`config.mk`:
```
export PLATFORM = sky130hd
export DESIGN_NAME = sram_bus_arbiter
export DESIGN_NICKNAME = d
export VERILOG_FILES = /design/src/rtl/sram_bus_arbiter.sv
export SDC_FILE = /design/constraint.sdc
export NUM_CORES = 1
export LEC_CHECK = 0
export ABC_AREA = 1
export CAP_MARGIN = 0
export CORE_ASPECT_RATIO = 1.25
export CORE_MARGIN = 10
export CORE_UTILIZATION = 34
export DETAILED_ROUTE_END_ITERATION = 8
export GPL_TIMING_DRIVEN = 0
export PLACE_DENSITY = 0.7
export SLEW_MARGIN = 20
export SYNTH_ARGS = -nofsm -noshare
export SYNTH_HDL_FRONTEND = slang
export SYNTH_SLANG_ARGS = --single-unit
```
`constraint.sdc`:
```
create_clock -name clk -period 1.89 [get_ports clk]
set_clock_uncertainty 0.2 [all_clocks]
set_input_delay 0.2835 -clock clk [delete_from_list [all_inputs] [get_ports clk]]
set_output_delay 0.2835 -clock clk [all_outputs]
set_load 0.1 [all_outputs]
```
`src/rtl/sram_bus_arbiter.sv`:
```
// Shares one SRAM-like bus between the fetch port (reads) and the data port (reads/writes).
// One transaction at a time: IDLE grants, ADDR waits for addr_ok, DATA waits for data_ok, DONE pulses.
module sram_bus_arbiter #(
  parameter int ADDR_W     = 32,
  parameter int DATA_W     = 32,
  parameter bit DATA_FIRST = 1'b1
) (
  input  logic              clk,
  input  logic              resetn,
  input  logic              i_req,
  input  logic [ADDR_W-1:0] i_addr,
  input  logic              i_cancel,
  output logic [DATA_W-1:0] i_rdata,
  output logic              i_done,
  input  logic              d_req,
  input  logic              d_wr,
  input  logic [1:0]        d_size,
  input  logic [ADDR_W-1:0] d_addr,
  input  logic [DATA_W-1:0] d_wdata,
  output logic [DATA_W-1:0] d_rdata,
  output logic              d_done,
  output logic              stall_i,
  output logic              stall_d,
  output logic              bus_req,
  output logic              bus_wr,
  output logic [1:0]        bus_size,
  output logic [ADDR_W-1:0] bus_addr,
  output logic [DATA_W-1:0] bus_wdata,
  input  logic              bus_addr_ok,
  input  logic              bus_data_ok,
  input  logic [DATA_W-1:0] bus_rdata,
  output logic [1:0]        dbg_state_o
);

  typedef enum logic [1:0] {S_IDLE, S_ADDR, S_DATA, S_DONE} state_e;
  localparam logic OWN_I = 1'b0;
  localparam logic OWN_D = 1'b1;

  state_e              state_q, state_d;
  logic                owner_q, owner_d;
  logic                last_owner_q, last_owner_d;
  logic                cancelled_q, cancelled_d;
  logic                wr_q, wr_d;
  logic [1:0]          size_q, size_d;
  logic [ADDR_W-1:0]   addr_q, addr_d;
  logic [DATA_W-1:0]   wdata_q, wdata_d;
  logic [DATA_W-1:0]   i_rdata_q, i_rdata_d;
  logic [DATA_W-1:0]   d_rdata_q, d_rdata_d;
  logic                grant_d, grant_i, capture;

  always_ff @(posedge clk or negedge resetn) begin
    if (!resetn) begin
      state_q      <= S_IDLE;
      owner_q      <= OWN_I;
      last_owner_q <= OWN_I;
      cancelled_q  <= 1'b0;
      wr_q         <= 1'b0;
      size_q       <= 2'd0;
      addr_q       <= '0;
      wdata_q      <= '0;
      i_rdata_q    <= '0;
      d_rdata_q    <= '0;
    end else begin
      state_q      <= state_d;
      owner_q      <= owner_d;
      last_owner_q <= last_owner_d;
      cancelled_q  <= cancelled_d;
      wr_q         <= wr_d;
      size_q       <= size_d;
      addr_q       <= addr_d;
      wdata_q      <= wdata_d;
      i_rdata_q    <= i_rdata_d;
      d_rdata_q    <= d_rdata_d;
    end
  end

  always_comb begin
    state_d      = state_q;
    owner_d      = owner_q;
    last_owner_d = last_owner_q;
    cancelled_d  = cancelled_q;
    wr_d         = wr_q;
    size_d       = size_q;
    addr_d       = addr_q;
    wdata_d      = wdata_q;
    i_rdata_d    = i_rdata_q;
    d_rdata_d    = d_rdata_q;
    capture      = 1'b0;
    // Data wins unless round-robin says fetch was not the last owner and fetch is asking.
    grant_d = d_req && (DATA_FIRST || (last_owner_q == OWN_I) || !i_req);
    grant_i = !grant_d && i_req && !i_cancel;
    case (state_q)
      S_IDLE: begin
        if (grant_d) begin
          owner_d     = OWN_D;
          wr_d        = d_wr;
          size_d      = d_size;
          addr_d      = d_addr;
          wdata_d     = d_wdata;
          cancelled_d = 1'b0;
          state_d     = S_ADDR;
        end else if (grant_i) begin
          owner_d     = OWN_I;
          wr_d        = 1'b0;
          size_d      = 2'd2;
          addr_d      = i_addr;
          wdata_d     = '0;
          cancelled_d = 1'b0;
          state_d     = S_ADDR;
        end
      end
      S_ADDR: begin
        if (bus_addr_ok) begin
          if (bus_data_ok) begin
            capture = 1'b1;
            state_d = S_DONE;
          end else begin
            state_d = S_DATA;
          end
        end
      end
      S_DATA: begin
        if (bus_data_ok) begin
          capture = 1'b1;
          state_d = S_DONE;
        end
      end
      default: begin
        last_owner_d = owner_q;
        state_d      = S_IDLE;
      end
    endcase
    // A flushed fetch keeps its bus transaction alive but loses its completion pulse.
    if ((state_q == S_ADDR || state_q == S_DATA) && owner_q == OWN_I && i_cancel)
      cancelled_d = 1'b1;
    if (capture) begin
      if (owner_q == OWN_I)
        i_rdata_d = bus_rdata;
      else if (!wr_q)
        d_rdata_d = bus_rdata;
    end
  end

  always_comb begin
    bus_req     = (state_q == S_ADDR);
    bus_wr      = wr_q;
    bus_size    = size_q;
    bus_addr    = addr_q;
    bus_wdata   = wdata_q;
    i_done      = (state_q == S_DONE) && (owner_q == OWN_I) && !cancelled_q;
    d_done      = (state_q == S_DONE) && (owner_q == OWN_D);
    stall_i     = i_req && !i_done;
    stall_d     = d_req && !d_done;
    i_rdata     = i_rdata_q;
    d_rdata     = d_rdata_q;
    dbg_state_o = state_q;
  end

endmodule

```
==> flow_metrics.env <==
export IMPL_ys_types=18
export IMPL_dr_pass1_iters=4
export IMPL_finalMaxSlewViolations=0
export IMPL_start_util=0.349
export IMPL_die_area_sq_um=22400
export IMPL_yosysSeqAreaShare=0.593
export IMPL_htree_levels=4
export IMPL_diodes=0
export IMPL_antenna_left=0
export IMPL_crit_slowest_cell="dfrtp_4"
export IMPL_netlist_instances=675
export IMPL_wl_per_cell_um=16.2
export IMPL_period_share=1.05
export IMPL_fin_util=0.604
export IMPL_startpoint="dbg_state_o[1]$_DFFE_PN0P_"
export IMPL_fin_area_sq_um=9870
export IMPL_clock_latency_ns=0.41
export IMPL_drc=0
export IMPL_ios=276
export IMPL_ys_seq_elements=135
export IMPL_cp_end_kind="primary output"
export IMPL_tightestPinTransition_ns=0.589
export IMPL_syn2layout_area_growth_pct=73.3
export IMPL_ctsRootBufferMaster="clkbuf_16"
export IMPL_status="complete, but fails checks"
export IMPL_hold_path_class="input port to register"
export IMPL_clockBufferDepth=2
export IMPL_drt_iter0_markers=224
export IMPL_die_h_um=165
export IMPL_clk_pin_slew_ns=0.06
export IMPL_via_per_inst=4.40
export IMPL_fp_coreArea_sq_um=16300
export IMPL_first_global_vias=5494
export IMPL_multi_input_area_sq_um=2030
export IMPL_final_nets=1125
export IMPL_path_buf_inv=2
export IMPL_critPathMaxStageDelay_ns=0.51
export IMPL_final_hold_viol_count=0
export IMPL_final_common_cell="nand2_1"
export IMPL_syn_area_sq_um=5700
export IMPL_cts_tree="built"
export IMPL_syn_num_nets=817
export IMPL_layout_setup_ws_ns=-0.0947
export IMPL_path_class="register to primary output"
export IMPL_setup_viol=26
export IMPL_fmax_ghz=0.504
export IMPL_crit_arrival_ns=1.50
export IMPL_final_cell_mix="372 x nand2_1, 135 x clkdlybuf4s50_1, 133 x dfrtp_1, 123 x clkdlybuf4s15_2, 58 x o21ai_1"
export IMPL_max_cap_violations=0
export IMPL_dpl_cell_area_sq_um=8780
export IMPL_numCtsBuffers=17
export IMPL_violations="negative setup slack"
export IMPL_fp_row_count=52
export IMPL_fin_crit_ns=1.98
export IMPL_start_kind="register"
export IMPL_wl_um=19700
export IMPL_gr_total_overflow=0
export IMPL_path_max_fanout=5
export IMPL_numPortBuffers=274
export IMPL_rsz0062_at_grt="true"
export IMPL_vias=5338
export IMPL_cp_required_ns=1.41
export IMPL_fp_dieW_um=136
export IMPL_antenna_found_initial=1
export IMPL_holdCritStartpoint="d_req"
export IMPL_crit_chain="ha_4 > nand2_4 > inv_4 > nor2_4 > buf_12"
export IMPL_rr_startpoint="dbg_state_o[0]$_DFFE_PN0P_"
export IMPL_fillers=1472
export IMPL_yosysWarnings=0
export IMPL_grt_max_degree=69
export IMPL_relSlewSlack=0.609
export IMPL_ff_latch_area_sq_um=3390
export IMPL_grt_pass1_wl_um=29900
export IMPL_postSynthAreaPerCell_sq_um=8.44
export IMPL_drive_gt1_frac=0.243
export IMPL_dp_hpwl_um=14900
export IMPL_cts_sinks=135
export IMPL_gr_usage_all_layers=0.172
export IMPL_cpLargestDelayFamily="flip-flops"
export IMPL_globalplace_congestion=0.778
final cells by class:
cell class | instances | area share
multi-input combinational | 464 | 0.205
clock inverter | 14 | 0.0165
tap | 216 | 0.0274
timing repair buffer | 287 | 0.315
clock buffer | 18 | 0.0435
inverter | 46 | 0.0185
sequential | 135 | 0.343
buffer | 32 | 0.0313
final timing paths:
path	slack [ns]	end	cells after the start
worst max-delay path	-0.09	stall_d	5
worst min-delay path	0.04	bus_addr[26]$_DFFE_PN0P_	5
worst max register to register	-0.03	i_rdata[6]$_DFFE_PN0P_	9
worst min register to register	0.27	bus_wdata[22]$_DFFE_PN0P_	2
max in group asynchronous	0.55	cancelled_q$_DFFE_PN0P_	3
min in group asynchronous	0.21	i_rdata[8]$_DFFE_PN0P_	2
flip-flops by register name (all words and copies together) (netlist names):
name and cells:
bus_addr 32, bus_size 2, bus_wdata 32, bus_wr 1
cancelled_q 1, d_rdata 32, dbg_state_o 2, i_rdata 32
owner_q 1
routing by layer:
metal,wire length [um],share of wire,GRT usage
met5,0,0,0
met1,7400,0.38,0.186
met4,234,0.012,0.0520
met2,9990,0.51,0.297
met3,2030,0.10,0.0754
worst reg2reg max path, stage by stage (launching register included):
cell,delay (ns)
dfrtp_4,0.50
buf_6,0.14
inv_2,0.07
ha_1,0.19
inv_1,0.08
nand2_4,0.12
buf_4,0.14
nand3_4,0.11
buf_8,0.17
o21ai_1,0.13
cells in the mapped netlist (all sizes together):
master / n / area share
clkbuf: 1 / 0.00088
dfrtp: 135 / 0.59
a21boi: 1 / 0.0033
ha: 4 / 0.0088
nor2: 5 / 0.0037
a21oi: 2 / 0.0018
nand3: 6 / 0.0097
inv: 46 / 0.031
nand2: 378 / 0.25
buf: 31 / 0.039
o21ai: 66 / 0.058
stage by stage:
stage               hold slack [ns]  setup TNS, ns  setup slack [ns]  std cells
floorplan                    -0.212         -25.45            -0.511        675
global placement              0.253        -725.18             -6.24       1165
detailed placement           0.0666         -13.43            -0.720       1166
CTS                          0.0230         -0.931            -0.125       1202
global route                 0.0586          -5.68            -0.154       1212
finish                       0.0437         -0.420           -0.0947       1212
cells by family (layout without fill, tap and decap cells):
group                      after synthesis  count (layout)  share of synthesized area
buffers and inverters                   78             397                     0.0714
AOI/OAI and AO/OA                       69              69                     0.0630
DFF                                    135             135                      0.593
and+or+nand+nor                        389             391                      0.264
adders and majority gates                4               4                    0.00879
timing repair:
| action | in CTS | in global routing |
|---|---|---|
| pin swaps | 3 | 2 |
| resized for setup | 476 | 34 |
| hold endpoints to repair | 67 | 0 |
| hold buffers | 1 | 0 |
| buffers inserted | 3 | 6 |
| endpoints found under the setup margin | 140 | 135 |
| cloned | 0 | 4 |
Power is not shown: default switching activity piles up to over one toggle a cycle in this logic, so the estimate is an artifact.
